[config.mk]
export PLATFORM = sky130hd
export DESIGN_NAME = pc_gen_ras
export DESIGN_NICKNAME = d
export VERILOG_FILES = /design/src/rtl/pc_gen_ras.sv
export SDC_FILE = /design/constraint.sdc
export NUM_CORES = 1
export LEC_CHECK = 0
export BUFFER_PORTS_ARGS = -buffer_cell sky130_fd_sc_hd__buf_2
export CORE_ASPECT_RATIO = 1.1
export CORE_MARGIN = 1.5
export CORE_UTILIZATION = 43
export CTS_BUF_LIST = sky130_fd_sc_hd__clkbuf_4 sky130_fd_sc_hd__clkbuf_8
export CTS_CLUSTER_DIAMETER = 200
export DETAILED_ROUTE_END_ITERATION = 8
export GPL_TIMING_DRIVEN = 0
export SLEW_MARGIN = 20
export SYNTH_ARGS = -nofsm -noshare
export SYNTH_HDL_FRONTEND = slang
export SYNTH_SLANG_ARGS = --single-unit
[constraint.sdc]
create_clock -name pcg_clk -period 11.4 [get_ports pcg_clk]
set_input_delay 0.57 -clock pcg_clk [delete_from_list [all_inputs] [get_ports pcg_clk]]
set_output_delay 0.57 -clock pcg_clk [all_outputs]
set_load 0.005 [all_outputs]
[src/rtl/pc_gen_ras.sv]
// Fetch program counter with stall, prioritised redirects (exception > return > branch)
// and an internal return-address stack that supplies return targets on its own.
module pc_gen_ras #(
    parameter int                  PC_WIDTH  = 32,
    parameter logic [PC_WIDTH-1:0] RESET_PC  = '0,
    parameter int                  PC_STEP   = 4,
    parameter int                  RAS_DEPTH = 4,
    parameter int                  RAS_PTR_W = 2
) (
    input  logic                pcg_clk,
    input  logic                pcg_rst,
    input  logic                pcg_i_ce,
    input  logic                pcg_i_exc,
    input  logic [PC_WIDTH-1:0] pcg_i_exc_vec,
    input  logic                pcg_i_change_pc,
    input  logic [PC_WIDTH-1:0] pcg_i_pc,
    input  logic                pcg_i_call,
    input  logic [PC_WIDTH-1:0] pcg_i_link,
    input  logic                pcg_i_ret,
    output logic [PC_WIDTH-1:0] pcg_o_pc,
    output logic                pcg_o_ce,
    output logic                pcg_o_ras_empty,
    output logic                pcg_o_ras_full,
    output logic                pcg_o_ras_err
);

    localparam logic [PC_WIDTH-1:0]  STEP     = PC_WIDTH'(PC_STEP);
    localparam logic [RAS_PTR_W:0]   CNT_FULL = (RAS_PTR_W+1)'(RAS_DEPTH);
    localparam logic [RAS_PTR_W:0]   CNT_ONE  = (RAS_PTR_W+1)'(1);
    localparam logic [RAS_PTR_W-1:0] PTR_ONE  = RAS_PTR_W'(1);

    // Enable semantics: pcg_i_ce=1 advances every register on the edge; with
    // pcg_i_ce=0 all state holds and redirect/call/ret requests are not consumed,
    // so requesters keep them asserted until an edge with pcg_i_ce=1.

    logic [PC_WIDTH-1:0]  pc_q, npc_q, npc_d;
    logic                 ce_q, err_q;
    logic [PC_WIDTH-1:0]  ras_mem [RAS_DEPTH];
    logic [RAS_PTR_W-1:0] ptr_q, ptr_d, wr_idx;
    logic [RAS_PTR_W:0]   cnt_q, cnt_d;
    logic                 wr_en, underflow, have_top, is_full;
    logic [PC_WIDTH-1:0]  top;

    assign have_top = (cnt_q != '0);
    assign is_full  = (cnt_q == CNT_FULL);
    assign top      = ras_mem[ptr_q];

    always_comb begin
        npc_d     = npc_q + STEP;
        ptr_d     = ptr_q;
        cnt_d     = cnt_q;
        wr_en     = 1'b0;
        wr_idx    = ptr_q;
        underflow = 1'b0;
        if (pcg_i_exc) begin
            npc_d = pcg_i_exc_vec;
        end else if (pcg_i_ret) begin
            npc_d     = have_top ? top : pcg_i_pc;
            underflow = ~have_top;
            if (pcg_i_call) begin
                // Tail call: the link replaces the top, or becomes the only entry.
                wr_en = 1'b1;
                if (!have_top) begin
                    ptr_d  = ptr_q + PTR_ONE;
                    wr_idx = ptr_q + PTR_ONE;
                    cnt_d  = CNT_ONE;
                end
            end else if (have_top) begin
                ptr_d = ptr_q - PTR_ONE;
                cnt_d = cnt_q - CNT_ONE;
            end
        end else if (pcg_i_change_pc) begin
            npc_d = pcg_i_pc;
            if (pcg_i_call) begin
                // A full stack wraps the pointer onto the oldest entry.
                wr_en  = 1'b1;
                ptr_d  = ptr_q + PTR_ONE;
                wr_idx = ptr_q + PTR_ONE;
                cnt_d  = is_full ? cnt_q : cnt_q + CNT_ONE;
            end
        end
    end

    always_ff @(posedge pcg_clk or negedge pcg_rst) begin
        if (!pcg_rst) begin
            pc_q  <= '0;
            ce_q  <= 1'b0;
            npc_q <= RESET_PC;
            ptr_q <= '0;
            cnt_q <= '0;
            err_q <= 1'b0;
        end else if (pcg_i_ce) begin
            pc_q  <= npc_q;
            ce_q  <= 1'b1;
            npc_q <= npc_d;
            ptr_q <= ptr_d;
            cnt_q <= cnt_d;
            err_q <= underflow;
        end else begin
            // The error strobe is a single-cycle pulse even across a stall.
            err_q <= 1'b0;
        end
    end

    always_ff @(posedge pcg_clk) begin
        if (pcg_i_ce && wr_en) begin
            ras_mem[wr_idx] <= pcg_i_link;
        end
    end

    assign pcg_o_pc        = pc_q;
    assign pcg_o_ce        = ce_q;
    assign pcg_o_ras_empty = ~have_top;
    assign pcg_o_ras_full  = is_full;
    assign pcg_o_ras_err   = err_q;

endmodule
==> flow_summary.yaml <==
sta:
  fin_crit_sh: 0.2684
  worst_pin_slew_ns: 0.7925
  final_max_slew_viol_count: 0
  hold_viol: 0
  rsz0062_at_grt: "no"
  period_needed_ns: 3.060
  finalSetupViolations: 0
  fin_setup_tns_ns: 0
  slew_headroom: 0.4697
  max_freq_mhz: 326.8
  worst_clock_skew_ns: 0.02123
  setup_slack_ns: 8.340
cells_and_area:
  drive_gt1_frac: 0.3375
  syn_to_final_growth_pct: 17.44
  final_common_cell: "buf_2"
  layout_common_cells: "144 x buf_2, 128 x edfxtp_1, 71 x dfrtp_1"
  fin_nets: 898
  num-fill-cells: 1806
clock_network:
  post_cts_buffers: 0
  postCtsHoldBufs: 1
  clock-root-buffer: "clkbuf_8"
  cts_resized: 0
  numCtsBuffers: 17
  clock_path_buffers: 2
  path_clk_slew_ns: 0.11
  cts_tree: "built"
  cts_max_level: 4
  insertion_delay_ns: 0.49
  cts.sinks: 199
logic_synthesis:
  syn_avg_cell_area_um2: 14.25
  yosys.area_share.adder: 0.005603
  synth_compound_area_frac: 0.09903
  yosysWarningCount: 0
  synth-simple-area-share: 0.09539
  synth_xor_area_frac: 0.01275
  synth.area.mux_share: 0.1300
  synth_nets: 734
  synthDistinctLibCells: 68
  ys_ff_latch: 199
  synth-edff-count: 128
  synth_area_um2: 8932
  syn_inst: 627
  synth-main-ff-cell: "edfxtp_1"
  seq_area_frac_synth: 0.6292
  postSynth.asyncResetShare: 0.3568
  synth_top_family_by_area: "multiplexers"
route:
  ant_nets: 0
  viasPerCell: 5.875
  vias: 6227
  wire_per_inst_um: 23.15
  drcViolationCount: 0
  drtIter0Drc: 542
  drt-pass1-iter-count: 5
  routed_wl_um: 24540
pwr:
  vdd_ir_drop_max_v: 0.00008091
  clockPowerShare: 0.228
  switching_share: 0.3235
  power.switching_mw: 0.6253
  p_per_area_nw_per_um2: 184.3
  pwr-share-seq: 0.479
  combinationalPowerShare: 0.293
  p_leak_nw: 3.954
  intPower_mw: 1.308
floorplan:
  initial_core_util: 0.4356
  ioPinCount: 139
  core.rowCount: 55
  die_h_um: 154.2
  coreArea_um2: 20510
  die_w_um: 140.4
  die-area_um2: 21650
run:
  maxCapViolCount: 0
place:
  portBuffers: 135
  dp_slack_ns: 7.979
  dpl.hpwl_um: 18050
  globalplace.congestion: 0.8647
setup_path:
  start_kind: "flop"
  cp-end-kind: "flop"
  cp.required_ns: 11.59
  crit_fanout: 8
  critPathKind: "flop to flop"
  arrival_ns: 3.25
global_routing:
  track_usage: 0.2324
  grt_pass1_wl_um: 37110
  grt_max_degree: 50
  grt_antenna_before_repair: 2
  grt_pass1_vias: 6281
  overflow: 0
worst_hold_path:
  hold_class: "input port to flop"
status:
  status: "finished clean"
## synthesized netlist by cell type (3+ instances only)
cell	count	area (µm²)
o21ai_0	18	90.09
clkbuf_1	20	75.07
nand4_1	11	68.82
inv_1	11	41.29
o21ai_1	15	75.07
buf_1	3	11.26
mux2i_1	8	80.08
nand2_1	43	161.4
a32o_1	5	50.05
a211oi_1	5	37.54
nor2b_1	3	18.77
or3_1	9	56.30
a221oi_1	12	105.1
nor3b_1	3	22.52
buf_2	10	50.05
a31oi_1	3	18.77
o211ai_1	6	45.04
buf_6	3	33.78
nand2b_1	7	43.79
inv_2	5	18.77
nand3_1	15	75.07
a21oi_1	21	105.1
o22ai_1	5	31.28
ha_1	4	50.05
dfrtp_1	71	1777
and4_1	4	35.03
and2_1	4	25.02
a221o_1	5	50.05
xor2_1	4	35.03
xnor2_1	9	78.83
mux2_2	32	360.4
edfxtp_1	128	3844
and3_1	15	93.84
a221oi_2	3	45.04
nor2_1	31	116.4
nor4_1	3	18.77
mux4_2	32	720.7
## metrics by stage
| stage | util | total power [mW] | hold slack, ns | area [µm²] | instances |
|---|---|---|---|---|---|
| detailed placement | 0.4929 | 1.511 | 0.4570 | 10110 | 1027 |
| global route | 0.5114 | 2.028 | 0.2792 | 10490 | 1059 |
| global placement | 0.4841 | 1.490 | 0.4491 | 9928 | 1018 |
| CTS | 0.5114 | 1.948 | 0.2782 | 10490 | 1059 |
| finish | 0.5115 | 1.933 | 0.2992 | 10490 | 1060 |
| floorplan | - | 1.295 | 0.2744 | 8932 | 627 |
## layout make-up
class                   count  area [µm²]  area share
clock buffers              19       249.0     0.02374
inverters                  16       60.06    0.005725
plain buffers              37       190.2     0.01813
flip-flops and latches    199        5620      0.5358
diodes                      1       2.502   0.0002385
clock inverters            12       121.4     0.01157
repair buffers            145       839.6     0.08003
multi-input cells         375        3087      0.2942
well taps                 256       320.3     0.03053
## sequential cells by signal, summed over array words and instances, names as in the netlist
signal	flops
npc_q	32
pcg_o_ras_err	1
ras_mem	128
pcg_o_pc	32
ptr_q	2
pcg_o_ce	1
cnt_q	3
## metal layers
metal  share of wire  GRT usage  up-vias
met1            0.42     0.3033     3160
li1                -          -     2780
met5         0.00069          0        -
met3           0.063    0.05575       38
met4           0.021    0.07719        2
met2            0.49     0.3831      247
## worst max-delay path: stages (launching register included)
cell and delay (ns):
dfrtp_1 0.41, inv_1 0.08, ha_1 0.23, nand3b_1 0.18, a21boi_1 0.58, xnor2_1 0.21, nor3b_2 0.66, buf_6 0.25
buf_6 0.16
## worst paths after layout
path	from	endpoint	slack [ns]	depth (start not counted)
max	cnt_q[0]	ras_mem[1][30]	8.34	8
min	pcg_i_link[30]	ras_mem[0][30]	0.30	1
max reg2reg	cnt_q[0]	ras_mem[1][30]	8.34	8
min reg2reg	pcg_o_ce	pcg_o_ce	0.47	1
max in group asynchronous	pcg_rst	npc_q[31]	10.29	3
min in group asynchronous	pcg_rst	cnt_q[1]	0.52	2
## logic make-up after synthesis
group,count (synthesis)
fa+ha+maj,4
flops,199
compound gates,125
mux,72
buf+inv,53
xor+xnor,13
simple gates,161
## power groups by stage
stage	Clock [mW]	Sequential, mW	Combinational [mW]
floorplan	0	0.923	0.372
global placement	0	0.939	0.551
detailed placement	0	0.941	0.570
CTS	0.450	0.925	0.573
global route	0.479	0.937	0.612
finish	0.440	0.926	0.567
Note: power is estimated with default switching activity, not from simulation.
